File: src/rtl/cpu_pkg.sv
// Shared CPU definitions: word width, opcode field values used by the decoder,
// and the fetch-stage state encoding.
package cpu_pkg;

  localparam int XLEN  = 32;
  localparam int OPC_W = 6;
  localparam int JIDX_W = 26;

  localparam logic [OPC_W-1:0] OP_RTYPE = 6'b000000;
  localparam logic [OPC_W-1:0] OP_J     = 6'b000010;
  localparam logic [OPC_W-1:0] OP_BEQ   = 6'b000100;
  localparam logic [OPC_W-1:0] OP_BNE   = 6'b000101;
  localparam logic [OPC_W-1:0] OP_ADDI  = 6'b001000;
  localparam logic [OPC_W-1:0] OP_ANDI  = 6'b001100;
  localparam logic [OPC_W-1:0] OP_LW    = 6'b100011;
  localparam logic [OPC_W-1:0] OP_SW    = 6'b101011;

  typedef enum logic [1:0] {
    ST_IDLE  = 2'd0,
    ST_FETCH = 2'd1,
    ST_HOLD  = 2'd2
  } fetch_state_e;

  function automatic logic [XLEN-1:0] word_align(input logic [XLEN-1:0] addr);
    return addr & ~32'h0000_0003;
  endfunction

endpackage

File: src/rtl/fetch_next_pc.sv
// Combinational next-PC selection: jump, then taken beq, then taken bne,
// otherwise the sequential pc+4.
module fetch_next_pc
  import cpu_pkg::*;
(
  input  logic [XLEN-1:0]   pc,
  input  logic [JIDX_W-1:0] instr,
  input  logic              jump,
  input  logic              branch,
  input  logic              bne,
  input  logic              zero,
  output logic [XLEN-1:0]   pc_plus4,
  output logic [XLEN-1:0]   next_pc
);

  logic [XLEN-1:0] br_off;
  logic [XLEN-1:0] br_target;
  logic [XLEN-1:0] j_target;

  assign pc_plus4  = pc + 32'd4;
  assign br_off    = {{14{instr[15]}}, instr[15:0], 2'b00};
  assign br_target = pc_plus4 + br_off;
  // jump keeps the upper nibble of the sequential address, not of pc itself
  assign j_target  = {pc_plus4[31:28], instr, 2'b00};

  always_comb begin
    next_pc = pc_plus4;
    if (jump) begin
      next_pc = j_target;
    end else if (branch && zero) begin
      next_pc = br_target;
    end else if (bne && !zero) begin
      next_pc = br_target;
    end
  end

endmodule

File: src/rtl/fetch_unit.sv
// Instruction fetch stage: owns the PC, fetches one word per instruction over
// a req/ready handshake and holds it for the decoder until commit.
module fetch_unit
  import cpu_pkg::*;
#(
  parameter logic [XLEN-1:0] RESET_PC = 32'h0000_0000,
  parameter int              CNT_W    = 32
) (
  input  logic              clk,
  input  logic              reset,
  output logic              imem_req,
  output logic [XLEN-1:0]   imem_addr,
  input  logic              imem_ready,
  input  logic [XLEN-1:0]   imem_rdata,
  output logic [XLEN-1:0]   instr,
  output logic              instr_valid,
  output logic [OPC_W-1:0]  opcode,
  input  logic              commit,
  input  logic              jump,
  input  logic              branch,
  input  logic              bne,
  input  logic              zero,
  output logic [XLEN-1:0]   pc,
  output logic [XLEN-1:0]   pc_plus4,
  output logic [CNT_W-1:0]  instr_count
);

  localparam logic [XLEN-1:0] RESET_PC_ALIGNED = word_align(RESET_PC);

  fetch_state_e     state_q;
  logic [XLEN-1:0]  pc_q;
  logic [XLEN-1:0]  pc_d;
  logic [XLEN-1:0]  instr_q;
  logic [CNT_W-1:0] cnt_q;
  logic             req_q;
  logic             valid_q;

  fetch_next_pc u_next_pc (
    .pc       (pc_q),
    .instr    (instr_q[JIDX_W-1:0]),
    .jump     (jump),
    .branch   (branch),
    .bne      (bne),
    .zero     (zero),
    .pc_plus4 (pc_plus4),
    .next_pc  (pc_d)
  );

  // req/valid are registered alongside the state so they are glitch-free Moore outputs
  always_ff @(posedge clk or posedge reset) begin
    if (reset) begin
      state_q <= ST_IDLE;
      pc_q    <= RESET_PC_ALIGNED;
      instr_q <= '0;
      cnt_q   <= '0;
      req_q   <= 1'b0;
      valid_q <= 1'b0;
    end else begin
      case (state_q)
        ST_IDLE: begin
          state_q <= ST_FETCH;
          req_q   <= 1'b1;
        end
        ST_FETCH: begin
          if (imem_ready) begin
            instr_q <= imem_rdata;
            state_q <= ST_HOLD;
            req_q   <= 1'b0;
            valid_q <= 1'b1;
          end
        end
        ST_HOLD: begin
          if (commit) begin
            pc_q    <= pc_d;
            cnt_q   <= cnt_q + CNT_W'(1);
            state_q <= ST_FETCH;
            req_q   <= 1'b1;
            valid_q <= 1'b0;
          end
        end
        default: begin
          state_q <= ST_IDLE;
          req_q   <= 1'b0;
          valid_q <= 1'b0;
        end
      endcase
    end
  end

  assign imem_req    = req_q;
  assign imem_addr   = pc_q;
  assign instr       = instr_q;
  assign instr_valid = valid_q;
  assign opcode      = instr_q[31:26];
  assign pc          = pc_q;
  assign instr_count = cnt_q;

endmodule
File: config.mk
export PLATFORM = sky130hd
export DESIGN_NAME = fetch_unit
export DESIGN_NICKNAME = d
export VERILOG_FILES = /design/src/rtl/cpu_pkg.sv /design/src/rtl/fetch_next_pc.sv /design/src/rtl/fetch_unit.sv
export SDC_FILE = /design/constraint.sdc
export NUM_CORES = 1
export LEC_CHECK = 0
export BUFFER_PORTS_ARGS = -buffer_cell sky130_fd_sc_hd__buf_2
export CAP_MARGIN = 20
export CORE_ASPECT_RATIO = 2
export CORE_UTILIZATION = 56
export CTS_CLUSTER_SIZE = 25
export DETAILED_ROUTE_END_ITERATION = 7
export PLACE_DENSITY = 0.94
export SETUP_SLACK_MARGIN = 0.02
export SKIP_CTS_REPAIR_TIMING = 1
export SLEW_MARGIN = 5
export SYNTH_ARGS = -nofsm -noshare
export SYNTH_HDL_FRONTEND = slang
export SYNTH_SLANG_ARGS = --single-unit
File: constraint.sdc
create_clock -name clk -period 5.06 [get_ports clk]
set_clock_uncertainty 0.15 [all_clocks]
set_input_delay 0.759 -clock clk [delete_from_list [all_inputs] [get_ports clk]]
set_output_delay 0.759 -clock clk [all_outputs]
set_load 0.01 [all_outputs]
==> flow_summary.ini, run 1 <==
[timing]
post-route-min-period_ps = 4386
tns_ps = 0
hold_violations = 0
max_freq_ghz = 0.2280
tightest_slew_ps = 1110
rsz0062_at_grt = false
slew_headroom_pct = 25.70
worst_slack_ps = 674.3
setup_viol = 0
min_period_over_period_pct = 86.67
slew_violations = 0

[cells_and_area]
fin_cells = 1038
seqCellArea_mm2 = 0.002427
multi_input_area_mm2 = 0.003781
diodes = 0
area_growth_pct = 16.91
fillers = 953
drive_gt1_share_pct = 29.90
final_cell_mix = 201 x buf_2, 97 x dfrtp_1, 82 x nand2_1, 59 x xnor2_1, 56 x nor2_1
layout.nets = 966
final_common_cell = buf_2
fin_util_pct = 66.69

[worst_setup_path]
worstReg2RegEnd = imem_addr[31]
r2r_start = imem_addr[3]
cp-start-kind = register
r2r_setup_slack_ps = 670
cpMaxStageDelayCell = nor2_1
crit_arrival_ps = 4500
critical_path.max_fanout = 8
max_stage_delay_ps = 610
ff2ff_path_depth = 14
setup.worst_path.end_class = register
critPathRequiredTime_ps = 5180
worst-setup-path-type = reg2reg
crit_chain = ha_1 > nand4_1 > nor2_1 > nand3_1 > nor3_1 > xor2_1 > ha_1 > a21o_1 > a21o_1 > a21oi_1 > o21ai_0 > xnor2_1 > and3_1 > o31ai_1

[floorplan]
die_x_um = 79.20
dieArea_mm2 = 0.01239
rows = 56
start_util_pct = 57.05
coreArea_mm2 = 0.01170
die-height_um = 156.4
io_pins = 208

[global_routing]
grt-ovfl-total = 0
first_global_vias = 6052
antenna_found_initial = 0
grt_pass1_wl_um = 29640
grt_usage_pct = 31.69
grt_max_degree = 54

[power]
ir_worst_vdd_mv = 0.4107
p_leak_nw = 3.918
total_power_mw = 5.617
cellPowerDensity_mw_per_mm2 = 719.7

[clock_tree]
cts_tree = yes
clock_sinks = 97
cts_buffer_depth = 2
clk_latency_ps = 360
cts_made_buffers = 9
clk_pin_slew_ps = 80
clockRootBuffer = clkbuf_16
htreeDepth = 3

[place]
gp_congestion = 1.028
dpl.hpwl_um = 14870
place_inst = 1022
port_buffers = 201
pre_cts_ws_ps = 767.3

[yosys]
synth.avg_cell_area_um2 = 9.157
synth.area.top_cells = dfrtp_1 36%, xnor2_1 7.7%, ha_1 6.9%, mux2_2 5.7%, buf_4 4.8%
synth_edf_count = 0
synth_cells = 729
synth_top_area_share_pct = 36.36
ys_dominant_reg_cell = dfrtp_1
yosys_warnings = 0
netlist_area_mm2 = 0.006675
yosysSeqAreaShare_pct = 36.36
synth_cell_types = 55
ys_ff_latch = 97
async_flop_share_pct = 100.0
synth_largest_area_cell = dfrtp_1

[route]
totalWireLength_um = 19170
ant_nets = 0
routedWlPerCell_um = 18.46
drc_errors = 0
dr.pass1.iters = 5
viasPerCell = 5.906
drtIter0Drc = 348
dr_total_vias = 6130

[hold_path]
worstHoldPathType = in2async

[run]
max_cap_violations = 0

[status]
status = completed
## worst max-delay path by stage
stage	end	depth (start not counted)	start
after floorplan	imem_addr[30]	15	imem_addr[7]
after global placement	imem_addr[31]	14	imem_addr[3]
after detailed placement	imem_addr[30]	15	imem_addr[8]
after CTS	imem_addr[30]	15	imem_addr[8]
after global routing	imem_addr[23]	15	imem_addr[3]
final	imem_addr[31]	14	imem_addr[3]
## report_power, final
group	leakage (nW)	internal [mW]	switching, mW
sequential	1.22	1.04	0.419
clock	0.148	0.355	0.351
combinational	2.55	1.51	1.95
total	3.92	2.90	2.72
## layout make-up
class | instances | share of cell area, %
Clock inverter | 7 | 1.058
Tap cell | 145 | 2.325
Sequential cell | 97 | 31.10
Inverter | 12 | 0.6093
Multi-Input combinational cell | 560 | 48.45
Timing Repair Buffer | 208 | 13.56
Clock buffer | 9 | 2.886
## synthesized netlist by cell type (16+ instances only)
master,n
a21o_1,16
dfrtp_1,97
nor2_1,56
nand3_1,30
a21oi_1,39
mux2_2,34
nand4_1,19
o21ai_0,49
nand2_1,82
buf_4,43
ha_1,37
xnor2_1,59
xor2_1,22
## state kept, by name (all words and copies together), names as in the netlist
signal	flops
instr_valid	1
instr	32
state_q	2
instr_count	32
imem_addr	30
## per-layer routing
metal  vias up  wire length, um  global-route usage (%)  part of all wire [%]
li1       2867                -                       -                     -
met1      2899             6521                   31.47                    34
met2       288            10380                   58.50                    54
met3        76             1069                   4.956                   5.6
met4         0             1198                   21.65                   6.3
met5         -                0                       0                     0
## worst max-delay path: cells and delay by family, from the launching register on
kind | cells | cell delay, ps
AND/OR/NAND/NOR | 5 | 1750
AO/OA/AOI/OAI | 5 | 920
adder cells (fa/ha/maj) | 2 | 600
flip-flops | 1 | 480
XOR/XNOR | 2 | 390
## kinds of logic (layout without fill, tap and decap cells)
family / Yosys count / count (layout) / synth area share [%]
flops: 97 / 97 / 36.36
simple gates: 228 / 228 / 15.76
buf+inv: 77 / 236 / 7.329
mux: 39 / 39 / 6.486
other cells: 1 / 6 / 0.05618
compound gates: 168 / 168 / 16.14
xor+xnor: 81 / 81 / 10.63
fa+ha+maj: 38 / 38 / 7.235
## through the flow
stage / hold slack, ps / area, um2
2_1_floorplan: 337.6 / 6694
3_3_place_gp: 313.2 / 7496
3_5_place_dp: 304.4 / 7496
4_1_cts: 322.5 / 7804
5_1_grt: 343.1 / 7804
6_report: 317.1 / 7804
(Power assumes the default switching activity.)
==> run 2, diff against run 1 <==
--- a/config.mk
+++ b/config.mk
@@ -5,13 +5,13 @@
 export SDC_FILE = /design/constraint.sdc
 export NUM_CORES = 1
 export LEC_CHECK = 0
+export ABC_AREA = 1
 export BUFFER_PORTS_ARGS = -buffer_cell sky130_fd_sc_hd__buf_2
-export CAP_MARGIN = 20
 export CORE_ASPECT_RATIO = 2
-export CORE_UTILIZATION = 56
+export CORE_UTILIZATION = 59
 export CTS_CLUSTER_SIZE = 25
 export DETAILED_ROUTE_END_ITERATION = 7
-export PLACE_DENSITY = 0.94
+export PLACE_DENSITY = 0.95
 export SETUP_SLACK_MARGIN = 0.02
 export SKIP_CTS_REPAIR_TIMING = 1
 export SLEW_MARGIN = 5
==> run 2 against run 1 <==
Against the previous run:
- the run now ends with DRC left
- die area up 15%
- first-iteration DRC count up 85%
- routed wire length up 48%
- sequential power about the same
- sequential cell count unchanged
- final area up 18%
- non-clock buffer count down 2
- worst setup slack better by 310 ps
- largest cell class unchanged
- highest routed layer unchanged
==> flow_summary.ini, run 2 <==
[route]
drc_errors = 5
dr_total_vias = 8559
routedWlPerCell_um = 18.78
drtIter0Drc = 645
totalWireLength_um = 28280
ant_nets = 0
viasPerCell = 5.683
dr.pass1.iters = 8

[floorplan]
die-height_um = 167.5
start_util_pct = 60.11
die_x_um = 84.74
coreArea_mm2 = 0.01344
io_pins = 208
rows = 60
dieArea_mm2 = 0.01419

[worst_setup_path]
crit_buf_inv = 3
setup.worst_path.end_class = register
crit_family = simple AND/OR/NAND/NOR gates
worst-setup-path-type = reg2reg
crit_arrival_ps = 4160
cp-start-kind = register
cp_common_cell = nand2_1
max_stage_delay_ps = 450
crit_chain = ha_1 > nand2_1 > nor2_2 > nand2_1 > inv_2 > and2_2 > xor2_2 > inv_1 > ha_1 > nand2_1 > nor2_1 > inv_1 > nor2_1 > nand3b_1 > nand4_1 > nand3_1 > nand2_1 > a21boi_1
critPathRequiredTime_ps = 5150
cpMaxStageDelayCell = dfrtp_1
critical_path.max_fanout = 6

[cells_and_area]
layout.nets = 1424
drive_gt1_share_pct = 22.43
area_growth_pct = 14.45
multi_input_area_mm2 = 0.004606
fillers = 1145
seqCellArea_mm2 = 0.002427
final_cell_mix = 356 x nand2_1, 201 x buf_2, 171 x inv_1, 97 x dfrtp_1, 91 x nor2_1
diodes = 0
final_common_cell = nand2_1

[clock_tree]
cts_tree = yes
htreeDepth = 3
clockRootBuffer = clkbuf_16
clk_latency_ps = 350
clk_pin_slew_ps = 80
cts_made_buffers = 9
cts_buffer_depth = 2
clock_sinks = 97

[yosys]
synth.area.top_cells = dfrtp_1 30%, nand2_1 17%, inv_1 8.0%, ha_1 5.7%, nand3_1 4.8%
ys_dominant_reg_cell = dfrtp_1
synth_edf_count = 0
yosysMostFrequentCell = nand2_1
synth_cell_types = 44
ys_ff_latch = 97
netlist_area_mm2 = 0.008078
yosys_warnings = 0
synth_largest_area_cell = dfrtp_1
async_flop_share_pct = 100.0
synth_common_cells = 356 x nand2_1, 172 x inv_1, 97 x dfrtp_1
yosysSeqAreaShare_pct = 30.05
synth_top_area_share_pct = 30.05
synth.avg_cell_area_um2 = 6.811
synth_cells = 1186

[global_routing]
grt_pass1_wl_um = 43120
grt_max_degree = 71
grt-ovfl-total = 0
antenna_found_initial = 0
first_global_vias = 8526
grt_usage_pct = 40.05

[power]
cellPowerDensity_mw_per_mm2 = 701.8
p_leak_nw = 5.148
ir_worst_vdd_mv = 0.4229
total_power_mw = 6.488

[place]
port_buffers = 201
dpl.hpwl_um = 22650
pre_cts_ws_ps = 1196
gp_congestion = 1.016

[timing]
hold_violations = 0
slew_violations = 0
worst_slack_ps = 985.7
slew_headroom_pct = 35.01
tightest_slew_ps = 973.8
hold_slack_ps = 319.8
min_period_over_period_pct = 80.52
tns_ps = 0
post-route-min-period_ps = 4074
max_freq_ghz = 0.2454
setup_viol = 0
rsz0062_at_grt = false

[status]
violations = DRC
status = finished with violations

[run]
max_cap_violations = 0

[hold_path]
worstHoldPathType = reg2reg
==> run 2: cell types whose count changed in the layout (fill, tap and decap cells not counted), moves of 13 or more <==
cell     previous run  this run
nand2_2             0        13
xnor2_1            59        15
nand3_1            30        77
nand2_1            82       356
a21oi_1            39        73
a21o_1             16         0
o21ai_0            49        26
nor2_1             56        91
inv_1              11       171
==> run 2: cells by family (layout without fill, tap and decap cells) <==
family                   count (synthesis)  after routing  share of synthesized area, %
AO/OA/AOI/OAI                          126            126                         8.395
XOR/XNOR                                48             48                         5.298
adder cells (fa/ha/maj)                 38             38                         5.979
buffers and inverters                  241            401                         13.23
flip-flops                              97             97                         30.05
multiplexers                            24             24                         3.346
other                                    1              6                       0.04642
AND/OR/NAND/NOR                        611            611                         33.66
==> run 2: path summary, 6_finish.rpt <==
kind	start	to	slack [ps]	cells past startpoint
worst min register to register	instr_count[31]	instr_count[31]	320	1
worst max-delay path	imem_addr[2]	imem_addr[22]	990	18
worst max register to register	imem_addr[2]	imem_addr[22]	990	18
worst min-delay path	instr_count[31]	instr_count[31]	320	1
max in group asynchronous	reset	instr[29]	3380	3
min in group asynchronous	reset	imem_addr[25]	440	2
==> run 2: per-layer routing <==
| metal | vias up | share of wire [%] | GRT usage, % |
|---|---|---|---|
| li1 | 4024 | - | - |
| met1 | 3966 | 33 | 39.34 |
| met2 | 406 | 52 | 72.46 |
| met3 | 163 | 5.5 | 5.766 |
| met4 | 0 | 9.4 | 33.46 |
| met5 | - | 0 | 0 |
==> run 2: cell type report <==
class / instances / share of cell area (%)
inverters: 179 / 7.295
flip-flops and latches: 97 / 26.26
clock buffers: 9 / 2.436
clock inverters: 7 / 0.8120
well taps: 155 / 2.098
repair buffers: 206 / 11.29
multi-input cells: 853 / 49.82
==> run 2: metrics by stage <==
step	area, um2	instances	util (%)
after global placement	8945	1490	66.56
after floorplan	8097	1191	-
after detailed placement	8945	1490	66.56
after global routing	9245	1506	68.80
after CTS	9245	1506	68.80
final	9245	1506	68.80
==> run 2: where the power goes <==
part | switching (mW) | internal [mW]
Sequential | 0.442 | 1.04
Combinational | 2.81 | 1.51
Clock | 0.341 | 0.350
Total | 3.59 | 2.89
